--- config.mk ---
export PLATFORM = sky130hd
export DESIGN_NAME = count_seg_scan_flat
export DESIGN_NICKNAME = d
export VERILOG_FILES = /design/src/rtl/count_seg_scan_if.sv /design/src/rtl/count_seg_scan.sv /design/src/flat_wrapper.sv
export SDC_FILE = /design/constraint.sdc
export NUM_CORES = 1
export LEC_CHECK = 0
export ABC_AREA = 1
export BUFFER_PORTS_ARGS = -buffer_cell sky130_fd_sc_hd__buf_4
export CELL_PAD_IN_SITES_DETAIL_PLACEMENT = 1
export CELL_PAD_IN_SITES_GLOBAL_PLACEMENT = 1
export CORE_MARGIN = 2
export CORE_UTILIZATION = 44
export CTS_BUF_LIST = sky130_fd_sc_hd__clkbuf_16
export CTS_CLUSTER_SIZE = 40
export DETAILED_ROUTE_END_ITERATION = 10
export PLACE_DENSITY_LB_ADDON = 0.2
export SLEW_MARGIN = 40
export SYNTH_ARGS = -nofsm -noshare
export SYNTH_HDL_FRONTEND = slang
export SYNTH_SLANG_ARGS = --single-unit
--- constraint.sdc ---
create_clock -name clk -period 2.96 [get_ports clk]
set_input_delay 0.444 -clock clk [delete_from_list [all_inputs] [get_ports clk]]
set_output_delay 0.444 -clock clk [all_outputs]
set_load 0.05 [all_outputs]
--- src/rtl/count_seg_scan_if.sv ---
// count_seg_scan_if: counter value/direction in, multiplexed seven-segment drive out.
interface count_seg_scan_if;
  logic [3:0] cnt;
  logic       ud;
  logic [6:0] seg;
  logic [2:0] digit;
  logic       frame;
  modport master (output cnt, ud, input seg, digit, frame);
  modport slave (input cnt, ud, output seg, digit, frame);
endinterface

--- src/rtl/count_seg_scan.sv ---
// count_seg_scan: 3-digit multiplexed seven-segment scanner for a 4-bit up/down counter.
module count_seg_scan #(
  parameter int REFRESH_DIV = 50000,
  parameter int BLANK_CYC = 2
) (
  input logic clk,
  input logic rst,
  count_seg_scan_if.slave bus
);
  localparam int KW = REFRESH_DIV > 1 ? $clog2(REFRESH_DIV) : 1;
  localparam logic [KW-1:0] K_LAST = KW'(REFRESH_DIV - 1);
  localparam logic [KW-1:0] K_BLANK = KW'(BLANK_CYC);
  localparam logic [6:0] G_U = 7'b0111110;
  localparam logic [6:0] G_D = 7'b0111101;
  typedef enum logic [1:0] {S_ONES, S_TENS, S_DIR} state_t;
  state_t state, state_d;
  logic [KW-1:0] k, k_d;
  logic run, cap, tens;
  logic [3:0] cnt_q, cnt_d, ones;
  logic ud_q, ud_d;
  logic [6:0] seg_d;
  logic [2:0] digit_d;
  logic frame_d;
  function automatic logic [6:0] glyph(input logic [3:0] d);
    case (d)
      4'd0: glyph = 7'b1111110;
      4'd1: glyph = 7'b0110000;
      4'd2: glyph = 7'b1101101;
      4'd3: glyph = 7'b1111001;
      4'd4: glyph = 7'b0110011;
      4'd5: glyph = 7'b1011011;
      4'd6: glyph = 7'b1011111;
      4'd7: glyph = 7'b1110000;
      4'd8: glyph = 7'b1111111;
      4'd9: glyph = 7'b1111011;
      default: glyph = 7'b0000000;
    endcase
  endfunction
  // Outputs are computed from next-state values so the registered drive lines up with the slot counter.
  always_comb begin
    state_d = state;
    k_d = (!run || k == K_LAST) ? '0 : k + KW'(1);
    if (run && k == K_LAST)
      state_d = state == S_ONES ? S_TENS : state == S_TENS ? S_DIR : S_ONES;
    cap = !run || (state == S_DIR && k == K_LAST);
    cnt_d = cap ? bus.cnt : cnt_q;
    ud_d = cap ? bus.ud : ud_q;
    tens = cnt_d >= 4'd10;
    ones = tens ? cnt_d - 4'd10 : cnt_d;
    seg_d = '0;
    digit_d = 3'b111;
    frame_d = state_d == S_DIR && k_d == K_LAST;
    if (k_d >= K_BLANK && !(state_d == S_TENS && !tens)) begin
      digit_d = state_d == S_ONES ? 3'b110 : state_d == S_TENS ? 3'b101 : 3'b011;
      seg_d = state_d == S_ONES ? glyph(ones) : state_d == S_TENS ? glyph(4'd1) : (ud_d ? G_U : G_D);
    end
  end
  always_ff @(posedge clk or negedge rst) begin
    if (!rst) begin
      state <= S_ONES;
      k <= '0;
      run <= 1'b0;
      cnt_q <= '0;
      ud_q <= 1'b1;
      bus.seg <= '0;
      bus.digit <= 3'b111;
      bus.frame <= 1'b0;
    end else begin
      state <= state_d;
      k <= k_d;
      run <= 1'b1;
      cnt_q <= cnt_d;
      ud_q <= ud_d;
      bus.seg <= seg_d;
      bus.digit <= digit_d;
      bus.frame <= frame_d;
    end
  end
endmodule

--- src/flat_wrapper.sv ---
// flat-port wrapper written by rule: the top's interface ports become plain ports
module count_seg_scan_flat 
#(
  parameter int REFRESH_DIV = 50000,
  parameter int BLANK_CYC = 2
)
  (clk, rst, bus_cnt, bus_ud, bus_seg, bus_digit, bus_frame);
  count_seg_scan_if bus_i ();
  input logic clk;
  input logic rst;
  input wire logic [$bits(bus_i.cnt)-1:0] bus_cnt;
  input wire logic [$bits(bus_i.ud)-1:0] bus_ud;
  output wire logic [$bits(bus_i.seg)-1:0] bus_seg;
  output wire logic [$bits(bus_i.digit)-1:0] bus_digit;
  output wire logic [$bits(bus_i.frame)-1:0] bus_frame;
  assign bus_i.cnt = bus_cnt;
  assign bus_i.ud = bus_ud;
  assign bus_seg = bus_i.seg;
  assign bus_digit = bus_i.digit;
  assign bus_frame = bus_i.frame;
  count_seg_scan #(.REFRESH_DIV(REFRESH_DIV), .BLANK_CYC(BLANK_CYC)) u_core (.clk(clk), .rst(rst), .bus(bus_i));
endmodule
## Word level (Yosys, flattened, before mapping)

Memory sizes are Yosys's and may differ from the RTL's.
Cells that the tools add are included.

- Memories kept: 1
- ROM bits: 112
- Output and inout bits: 11
- Logic and storage cells: 45
- Bits of input ports: 7
- Bits in latches: 0
- Bits in writable memories: 0
- Register bits after elaboration: 35

Memories:

| name | words | width | rd ports | clocked after memory_dff | wr ports | line | text |
|---|---|---|---|---|---|---|---|
| (name not given) | 16 | 7 | 1 | 0 | 0 | count_seg_scan.sv:25 | `case (d)` |

- Multipliers: 0
- Reductions and logical operators: 12
- Shifts and indexed selects: 0
- Muxes and demuxes: 14
- Add/subtract/negate cells: 2
- Div/mod/pow operators: 0
- Bitwise operators: 0
- $lt $le $gt $ge: 2
- Equality and inequality tests: 6

Operators by type and width:

| operator | number |
|---|---|
| $eq 16x16->1 const B | 2 |
| $mux 7 | 3 |
| $add 16x1->16 const B | 1 |
| $ge 16x2->1 const B | 1 |
| $mux 16 | 1 |
| $mux 3 | 3 |
| $mux 2 | 4 |
| $mux 4 | 2 |
| $logic_and 1x1->1 | 5 |
| $eq 2x1->1 const B | 2 |
| $eq 2x2->1 const B | 2 |
| $ge 4x4->1 const B | 1 |
| $logic_not 2->1 | 2 |
| $sub 4x4->4 const B | 1 |
| $logic_not 1->1 | 3 |
| $logic_or 1x1->1 | 2 |
| $mux 1 | 1 |

## Longest topological paths before layout

- Depth after elaboration: 10
- Mapped depth: 19
- Depth with buffers taken out: 18

## Worst setup path after synthesis

OpenSTA, ideal clock, no wires.

- Path kind: reg-to-reg
- From: register u_core.k[0]
- To: register u_core.bus.seg[2]
- Arrival time: 2.112 ns
- Stages on the path, launching flop included: 17
- Slack: 0.726 ns
- Period minus slack after synthesis: 2.234 ns
- Path buffers: 1
- Library setup time: 0.122 ns
- Required time: 2.838 ns
- Path through: dfrtp_1 > ha_1 > nand3_2 > nor2_4 > nand2_2 > nand2_2 > buf_6 > nand3_2 > nand2_2 > nand2_4 > o21ai_1 > inv_1 > ha_1 > o21ai_1 > nand2_1 > nand2_1 > nor2_1

- Word-level cells in the longest chain between the ends: 10
- Elaborated cells between the ends (all ways): 23
- Those cells by class: 2 x add/sub; 2 x order compare; 2 x eq/ne; 7 x mux; 9 x reduce/logical; 1 x memory

Ends and longest elaborated chain:

| what | line | text |
|---|---|---|
| from (decl) | count_seg_scan.sv:17 | `logic [KW-1:0] k, k_d;` |
| from (signal assigned) | count_seg_scan.sv:70 | `k <= k_d;` |
| branches (longest 9 deep; another with $mem_v2 16x7) | - |  |
| $mux 7 (*) | count_seg_scan.sv:53 | `if (k_d >= K_BLANK && !(state_d == S_TENS && !tens)) begin` |
| via u_core.seg_d[2] | count_seg_scan.sv:21 | `logic [6:0] seg_d;` |
| to (signal assigned) | count_seg_scan.sv:74 | `bus.seg <= seg_d;` |
| to (decl) | count_seg_scan_if.sv:9 | `modport slave (input cnt, ud, output seg, digit, frame);` |

Mark *: on every way through the listed nets, which the timed path passes.

## Final worst setup path

Same ends and word-level chain as after synthesis.

==> metrics.txt <==
initial antenna violation count 0; net total in the final layout 300; clock power share 47.7%; combinational share of power 15.8%; Setup-failing EPs final 0; average cell area after synthesis 7.77 um2; first drt pass iteration count 4; DRC 0; CTS tree built; Chip Width 72.3 um; core area 4410 um2; CTS root buf clkbuf_16; cell taking the most area after synthesis dfrtp_1; wire per inst 15.3 um; Post-Syn Instances 264; row count 24; synth cell count leaders nand2_1 (57), nor2_1 (39), inv_1 (33); Post-CTS Resized 0; most frequent CP cell nand2_1; initial DRC count 42; cts bufs inserted 5; Ant. Diodes 0; Reg clk slew, reported paths 0.06 ns; Hold WC Path Type in2async; Final ANT Viol Nets 0; drt via density 5.16; area fraction of the dominant cell type after synthesis 37.8%; r2r startpoint u_core.k[0]; Post-Layout Cell Count 340; NetSw 0.369 mW; Placer Congestion 0.887; WP data required 3.12 ns; fmax 0.396 GHz; Initial Util 46.5%; Leakage 1.26 nW; FF-to-FF End u_core.bus.seg[2]; global route total overflow 0; Worst-Skew Late Latency 0.28 ns; post-cts hold buffer count 0; CP peak stage delay 0.39 ns; warnings from Yosys 0; setup bufs post-CTS 0; die footprint 5220 um2; CTS H-tree depth 2; Crit Path Class reg2reg; DP Wirelength 3950 um; EDFF count, synth 0; ys flop type dfrtp_1; height of the die 72.3 um; Power Density 590 nW/um2; register area share after synthesis 43.0%; Critical Path Stages 15; RSZ-0062 raised after global routing no; Pint 1.06 mW; share of cells above drive strength 1 21.2%; TritonCTS Sinks 35; Crit. Startpoint u_core.k[0]; crit end category register; Hold WS 0.117 ns; clock buffer depth 2; max_cap viols 0; Synth Register Bits 35; worst reg2reg path depth 15; FF-to-FF setup slack 0.43 ns; Layout fillers 579; Final Cycle Share 85.4%; Peak VDD IR 0.000428 V; dominant cells by area after synthesis dfrtp_1 (38%), nand2_1 (10%), nor2_1 (7.1%); WP data arrival 2.69 ns; switching share of total power 25.9%; Mapped Area 2050 um2; placed insts 332; most frequent cell after synthesis nand2_1; number of global-route vias before repair 1963; final hold violation count 0; Area Overhead vs Synth 18.1%; first-pass GRT wire length 9040 um; largest net degree at the start of global routing 36; Max Clock Skew 0.00423 ns; slowest cell on the critical path dfrtp_1; Max Slew Vio Count 0; delay-heaviest family, CP simple AND/OR/NAND/NOR gates; status finished clean; Async SR Flop Fraction 100%; min Tclk post-route 2.53 ns; CP Cell Sequence ha_1 -> nand3_2 -> nor2_4 -> nand2_2 -> nand2_2 -> nand2_1 -> nand2_1 -> nand2_1 -> o21ai_1 -> inv_1 -> ha_1 -> o21ai_1 -> nand2_1 -> nand2_1 -> nor2_1; WL final 5200 um; Overall Global Routing Usage 22.8%; number of library cell types mapped by synthesis 29; Flop pwr share 36.5%; Crit path buffers/inverters 1; TNS Setup 0 ns; Critical Path Source Type register; Mapped Nets 277; input/output buffers 17; Critical Path Fanout Max 6; Vias 1754; Top Ports 18
==> layout make-up <==
| type | count | area (um2) | share of cell area, % |
|---|---|---|---|
| flip-flops and latches | 35 | 881 | 36.4 |
| repair buffers | 18 | 135 | 5.58 |
| inverters | 39 | 150 | 6.20 |
| multi-input cells | 188 | 997 | 41.2 |
| well taps | 52 | 65.1 | 2.69 |
| clock buffers | 5 | 125 | 5.17 |
| clock inverters | 3 | 67.6 | 2.79 |
==> metrics by stage <==
stage | worst slack (ns) | cell area (um2) | total power [mW] | utilization (%)
2_1_floorplan | 0.726 | 2050 | 0.685 | -
3_3_place_gp | 0.612 | 2230 | 0.751 | 50.5
3_5_place_dp | 0.487 | 2230 | 0.758 | 50.5
4_1_cts | 0.410 | 2420 | 1.45 | 54.8
5_1_grt | 0.229 | 2420 | 1.48 | 54.8
6_report | 0.433 | 2420 | 1.43 | 54.8
==> flip-flops by register name, summed over array words and instances (netlist names) <==
register / cells
u_core.bus.digit: 3
u_core.bus.frame: 1
u_core.bus.seg: 7
u_core.cnt_q: 4
u_core.k: 16
u_core.run: 1
u_core.state: 2
u_core.ud_q: 1
==> per-layer routing <==
metal | wire, um | up-vias | global-route usage [%]
met5 | 0 | - | 0
met4 | 51 | 0 | 6.08
met3 | 91 | 6 | 3.75
met2 | 2950 | 12 | 44.0
met1 | 2110 | 864 | 25.7
li1 | - | 872 | -
==> worst max path at each step <==
stage                              to  slack (ns)
global placement    u_core.bus.seg[1]        0.61
floorplan           u_core.bus.seg[2]        0.73
global route        u_core.bus.seg[2]        0.23
CTS                 u_core.bus.seg[2]        0.41
detailed placement  u_core.bus.seg[2]        0.49
finish              u_core.bus.seg[2]        0.43
==> power by group through the flow <==
stage,clock [mW],combinational (mW),sequential [mW]
floorplan,0,0.0984,0.586
global route,0.710,0.249,0.524
global placement,0,0.223,0.529
finish,0.681,0.226,0.521
CTS,0.696,0.230,0.521
detailed placement,0,0.229,0.529
==> kinds of logic after synthesis <==
| group | count (synthesis) | synth area share (%) |
|---|---|---|
| AOI/OAI and AO/OA | 19 | 5.43 |
| xor gates and xnor gates | 6 | 2.56 |
| other | 1 | 0.183 |
| and+or+nand+nor | 155 | 36.2 |
| buffers and inverters | 41 | 8.42 |
| DFF | 35 | 43.0 |
| muxes | 1 | 0.549 |
| adders and majority gates | 6 | 3.66 |
==> layout by cell type (no fill, tap or decap), types with 3 or more instances in the layout <==
| cell type | n |
|---|---|
| nand2_1 | 57 |
| nor2_1 | 39 |
| inv_1 | 33 |
| dfrtp_1 | 31 |
| nand3_1 | 24 |
| buf_4 | 18 |
| nand2_2 | 8 |
| o21ai_1 | 7 |
| xor2_1 | 6 |
| nand4_1 | 6 |
| ha_1 | 6 |
| nor2_2 | 5 |
| nand3_2 | 5 |
| a21oi_1 | 5 |
| clkbuf_16 | 5 |
| dfstp_2 | 4 |
| inv_2 | 3 |
| nor2_4 | 3 |
| o21ai_0 | 3 |
| nand3b_1 | 3 |
| nor3_1 | 3 |
Note: power is estimated with default switching activity, not from simulation.
